[src/rtl/alu_operand_feeder.sv]
// Operand FIFO in front of a combinational ALU, with a registered result stage and valid/ready on both sides.
// Defining ALU_FEEDER_STATS_EN adds a 32-bit op_count output counting consumed results.
module alu_operand_feeder #(
  parameter int WIDTH = 8,
  parameter int DEPTH = 4,
  localparam int AW = $clog2(DEPTH)
) (
  input  logic             clk,
  input  logic             rst_n,
  input  logic             in_valid,
  output logic             in_ready,
  input  logic [WIDTH-1:0] in_a,
  input  logic [WIDTH-1:0] in_b,
  output logic [WIDTH-1:0] alu_a,
  output logic [WIDTH-1:0] alu_b,
  input  logic [WIDTH-1:0] alu_result,
  output logic             out_valid,
  input  logic             out_ready,
  output logic [WIDTH-1:0] out_result,
  output logic [AW:0]      count
`ifdef ALU_FEEDER_STATS_EN
  ,
  output logic [31:0]      op_count
`endif
);

  localparam logic [AW:0] FULL_COUNT = (AW+1)'(DEPTH);

  logic [2*WIDTH-1:0] mem_reg [DEPTH];
  logic [AW-1:0]      wr_ptr_reg;
  logic [AW-1:0]      rd_ptr_reg;
  logic [AW:0]        count_reg;
  logic [AW:0]        count_next;
  logic               out_valid_reg;
  logic [WIDTH-1:0]   out_result_reg;
  logic               not_empty;
  logic               push;
  logic               cap;

  // in_ready looks only at registered occupancy, so out_ready never reaches it combinationally.
  assign not_empty = (count_reg != '0);
  assign in_ready  = (count_reg != FULL_COUNT);
  assign push      = in_valid & in_ready;
  assign cap       = not_empty & (!out_valid_reg | out_ready);

  assign {alu_a, alu_b} = not_empty ? mem_reg[rd_ptr_reg] : '0;

  assign out_valid  = out_valid_reg;
  assign out_result = out_result_reg;
  assign count      = count_reg;

  always_comb begin
    count_next = count_reg;
    if (push && !cap) begin
      count_next = count_reg + (AW+1)'(1);
    end else if (cap && !push) begin
      count_next = count_reg - (AW+1)'(1);
    end
  end

  // Storage carries no reset; the pointers and count alone decide which entries are live.
  always_ff @(posedge clk) begin
    if (rst_n && push) begin
      mem_reg[wr_ptr_reg] <= {in_a, in_b};
    end
  end

  always_ff @(posedge clk) begin
    if (!rst_n) begin
      wr_ptr_reg     <= '0;
      rd_ptr_reg     <= '0;
      count_reg      <= '0;
      out_valid_reg  <= 1'b0;
      out_result_reg <= '0;
    end else begin
      count_reg <= count_next;
      if (push) begin
        wr_ptr_reg <= wr_ptr_reg + AW'(1);
      end
      if (cap) begin
        rd_ptr_reg     <= rd_ptr_reg + AW'(1);
        out_result_reg <= alu_result;
        out_valid_reg  <= 1'b1;
      end else if (out_valid_reg && out_ready) begin
        out_valid_reg <= 1'b0;
      end
    end
  end

`ifdef ALU_FEEDER_STATS_EN
  logic [31:0] op_count_reg;

  always_ff @(posedge clk) begin
    if (!rst_n) begin
      op_count_reg <= '0;
    end else if (out_valid_reg && out_ready) begin
      op_count_reg <= op_count_reg + 32'd1;
    end
  end

  assign op_count = op_count_reg;
`endif

endmodule

[config.mk]
export PLATFORM = sky130hd
export DESIGN_NAME = alu_operand_feeder
export DESIGN_NICKNAME = d
export VERILOG_FILES = /design/src/rtl/alu_operand_feeder.sv
export SDC_FILE = /design/constraint.sdc
export NUM_CORES = 1
export LEC_CHECK = 0
export ABC_AREA = 1
export BUFFER_PORTS_ARGS = -buffer_cell sky130_fd_sc_hd__buf_4
export CAP_MARGIN = 0
export CORE_MARGIN = 2
export CORE_UTILIZATION = 34
export DETAILED_ROUTE_END_ITERATION = 10
export PLACE_DENSITY = 0.59
export SLEW_MARGIN = 30
export SYNTH_ARGS = -nofsm -noshare
export SYNTH_HDL_FRONTEND = slang
export SYNTH_SLANG_ARGS = --single-unit
[constraint.sdc]
create_clock -name clk -period 3.1 [get_ports clk]
set_clock_uncertainty 0.05 [all_clocks]
set_input_delay 0.465 -clock clk [delete_from_list [all_inputs] [get_ports clk]]
set_output_delay 0.465 -clock clk [all_outputs]
set_load 0.02 [all_outputs]
==> impl_summary.md <==
Setup path
The critical path in this run is classified as flip-flop to output port. For the worst setup path, the data arrival time is between 1.5 and 2 ns. The critical path endpoint category is an output port. Walking the worst path, the cells encountered are buf_4, nor2_1, nor2_1, o21ai_1, a21oi_1, buf_4. STA puts the critical path data required time at 2.58 ns. The startpoint class of the critical path is a flip-flop. On the worst path, the slowest cell contributes a delay of between 0.6 and 0.7 ns. The critical path's top delay family is flip-flops. The number of buffers and inverters on the critical path is 2. Of all nets on the critical path, the largest fanout is 18. The slowest library cell on the worst path is sky130_fd_sc_hd__dfxtp_1.

Placement
The post-placement worst setup slack is 0.915 ns. Once detailed placement completed, the half-perimeter wirelength came to 4.21 mm. Buffers placed on the I/O ports in this run total 56.

Summing all placed instances gives a cell area of a little under 0.004 mm2. At the end of routability-driven placement, the weighted congestion stood at 0.685.

Global routing
The maximum number of pins on one net before global-route repair is 33. The global-route wire length before repair is 10.8 mm. The number of antenna violations at the first check in global routing is 0. The global-route congestion overflow total is 0. The global-route total usage across every layer is 12.7%.

The via count of the first global-routing pass was 2220.

Synth
Sequential elements use 66.1% of the synthesized area. Synthesis inferred 82 register bits. The cell taking the most area after synthesis is sky130_fd_sc_hd__edfxtp_1.

The synthesized design contains 64 enable-type register cells. The most instantiated library cell after synthesis is sky130_fd_sc_hd__nand2_1. Each instance of the synthesized netlist takes up on average 10.7 um2. For this run, the number of Yosys warnings is 0. After synthesis, the cell types taking the most area are sky130_fd_sc_hd__edfxtp_1 56%, sky130_fd_sc_hd__dfxtp_1 10%, sky130_fd_sc_hd__nand2_1 9.0%, sky130_fd_sc_hd__nor2_1 5.7%, sky130_fd_sc_hd__a21oi_1 4.2%. After technology mapping, the gate count stands at about 320.

Counting every net in the synthesized netlist gives roughly 360. The synthesized netlist occupies a cell area of 0.00345 mm2. The number of unique standard cell types used by synthesis is 23. The most used flip-flop cell after synthesis is sky130_fd_sc_hd__edfxtp_1.

After synthesis, the share of flip-flops with an asynchronous set or reset is 0%. The area fraction of the dominant cell type after synthesis is 55.7%. Ranked by instance count, the synthesized netlist is headed by 83 x sky130_fd_sc_hd__nand2_1, 64 x sky130_fd_sc_hd__edfxtp_1, 52 x sky130_fd_sc_hd__nor2_1, 29 x sky130_fd_sc_hd__a21oi_1, 18 x sky130_fd_sc_hd__dfxtp_1.

Final layout
Relative to the synthesized area, the layout overhead comes to 21.1%. The share of final-layout standard cells stronger than drive strength 1 is 23.1%. In the final design database the tool counted 415 nets.

The total inserted antenna cells is 0. The filler cell count is approximately 980. Summing all non-filler instances in the final layout gives an area of 0.00418 mm2.

The final cell utilization of the core is 42.6%. The register with the most flip-flops in the layout has 64 of them.

CTS
The clock latency at the later pin of the worst-skew pair is 0.34 ns. The buffer type at the clock tree root is sky130_fd_sc_hd__clkbuf_8. After clock tree synthesis, the clock-pin slew on the worst setup and hold paths is 0.08 ns. In this run, CTS created clock tree buffers numbering 9.

The maximum number of buffers from clock root to sink is 2. Buffers added to address setup during post-CTS repair amount to 0. The deepest level of the CTS H-tree is 3. CTS saw 82 sinks. The clock tree from TritonCTS is yes. The count of hold-fix buffers inserted at cts is 0. The post-cts resize count is 0.

Routing
Before antenna repair, the detailed router went through 4 iterations. After detailed routing, the number of remaining DRC violations is 0. After detailed routing, the number of vias per cell comes to about 4.4. In this run, the number of DRC markers left after iteration 0 of detailed routing was 92. The average wire per standard cell is 12.6 um. The count of nets left with antenna violations once routing finished came out at 0. Summing over every cut layer, the via total after detailed routing is 2301. The routed design has 6.52 mm of wire.

Power
Per report_power, the combinational group accounts for 39.9% of the total. Cell internal power was estimated by the tool at 2.33 mW. The part of the power in the clock network is 22.2%. The switching power is 1.41 mW. The leakage power total is 1.71 nW.

For this design the ratio of total power to cell area is 894 mW/mm2. VDD sags by at most 0.414 mV. The net switching share of the total power is between 30% and 40%.

The sequential share of power is a little under two fifths.

Timing
The clock period could shrink to approximately 2.4 ns. The tightest hold path in the finished design has a slack of 0.266 ns. Setup total negative slack on the finished layout was measured at 0 ns. Setup repair after global routing left no endpoint under its margin.

The share of the clock period used by the worst path after layout is 78.7%. The transition time at the pin with the least slew margin is 0.764 ns. The number of endpoints with negative hold slack in the final report is 0. The final count of pins violating max slew is 0. Headroom to the max-slew limit came out at 49.0%.

The setup violation total in the final timing report is 0. The timing-limited maximum frequency is between 0.4 and 0.5 GHz. The worst setup slack after layout is 0.660 ns.

Die
The core footprint is 0.00982 mm2. Once the floorplan was initialized, standard cells occupied 35.2% of the core. The die boundary width is 105 um. From bottom edge to top edge, the die measures approximately 100 um. The total number of placement rows is 36. 57 I/O pins were placed.

The area enclosed by the die boundary is 0.0110 mm2.

Flow run
The number of max-capacitance violations reported is 0.

Hold path
The class of the worst hold path is input pin to flip-flop.

Outcome
The flow ran to the end, and the final reports show no timing, DRC or antenna violations.
==> worst register-to-register path, cell delays in order, from the launching register on <==
cell	delay, ns
sky130_fd_sc_hd__dfxtp_1	0.35
sky130_fd_sc_hd__inv_2	0.11
sky130_fd_sc_hd__nand3_4	0.22
sky130_fd_sc_hd__nand2_1	0.19
sky130_fd_sc_hd__ha_1	0.19
sky130_fd_sc_hd__inv_1	0.07
sky130_fd_sc_hd__fa_1	0.38
sky130_fd_sc_hd__inv_1	0.06
sky130_fd_sc_hd__nand2_1	0.04
sky130_fd_sc_hd__nand3b_1	0.09
sky130_fd_sc_hd__nand2_1	0.06
sky130_fd_sc_hd__nand2_1	0.05
sky130_fd_sc_hd__nor2_1	0.03
==> power groups by stage <==
stage / sequential [mW] / clock [mW] / combinational (mW)
2_1_floorplan: 1.48 / 0 / 1.03
3_3_place_gp: 1.44 / 0 / 1.49
3_5_place_dp: 1.44 / 0 / 1.51
4_1_cts: 1.42 / 0.855 / 1.51
5_1_grt: 1.44 / 0.909 / 1.67
6_report: 1.42 / 0.829 / 1.49
==> cells by family (layout without fill, tap and decap cells) <==
| group | after synthesis | count (layout) | share of synthesized area (%) |
|---|---|---|---|
| AND/OR/NAND/NOR | 153 | 153 | 18.7 |
| buffers and inverters | 34 | 97 | 5.76 |
| flip-flops | 82 | 82 | 66.1 |
| adder cells (fa/ha/maj) | 6 | 6 | 2.39 |
| AO/OA/AOI/OAI | 48 | 48 | 7.07 |
==> final timing paths <==
kind / start / end / slack, ns / cells after the start
setup reg to reg: count[0]$_SDFFE_PN0P_ / count[2]$_SDFFE_PN0P_ / 1.11 / 12
hold / removal: in_b[4] / mem_reg[1][4]$_DFFE_PP_ / 0.27 / 1
setup / recovery: flip-flop / alu_b[7] / 0.66 / 6
hold reg to reg: out_result[4]$_SDFFE_PN0P_ / out_result[4]$_SDFFE_PN0P_ / 0.45 / 2
==> cell type report <==
type | count | area [um2] | area share [%]
flip-flops and latches | 82 | 2280 | 54.6
clock buffers | 10 | 128 | 3.05
multi-input cells | 207 | 972 | 23.3
inverters | 18 | 70.1 | 1.68
repair buffers | 63 | 473 | 11.3
clock inverters | 6 | 88.8 | 2.13
well taps | 133 | 166 | 3.98
==> per-stage QoR <==
stage / cells / total power [mW]
after floorplan: 323 / 2.51
after CTS: 519 / 3.79
after global routing: 519 / 4.01
final: 519 / 3.74
after global placement: 503 / 2.93
after detailed placement: 503 / 2.95
==> routing by layer <==
metal | global-route usage, % | wire length [um]
met5 | 0 | 0
met4 | 3.43 | 52
met3 | 5.12 | 444
met2 | 21.1 | 3050
met1 | 15.2 | 2980
==> cells in the final DEF (no fill, tap or decap), types with 2 or more instances in the layout <==
cell,count
sky130_fd_sc_hd__a21oi_1,29
sky130_fd_sc_hd__buf_4,63
sky130_fd_sc_hd__bufinv_16,2
sky130_fd_sc_hd__clkbuf_8,9
sky130_fd_sc_hd__dfxtp_1,18
sky130_fd_sc_hd__edfxtp_1,64
sky130_fd_sc_hd__ha_1,5
sky130_fd_sc_hd__inv_1,13
sky130_fd_sc_hd__inv_2,4
sky130_fd_sc_hd__inv_6,2
sky130_fd_sc_hd__nand2_1,83
sky130_fd_sc_hd__nand2_2,3
sky130_fd_sc_hd__nand3_1,3
sky130_fd_sc_hd__nand3b_1,9
sky130_fd_sc_hd__nor2_1,52
sky130_fd_sc_hd__o21ai_0,11
sky130_fd_sc_hd__o21ai_1,7
(Power assumes the default switching activity.)
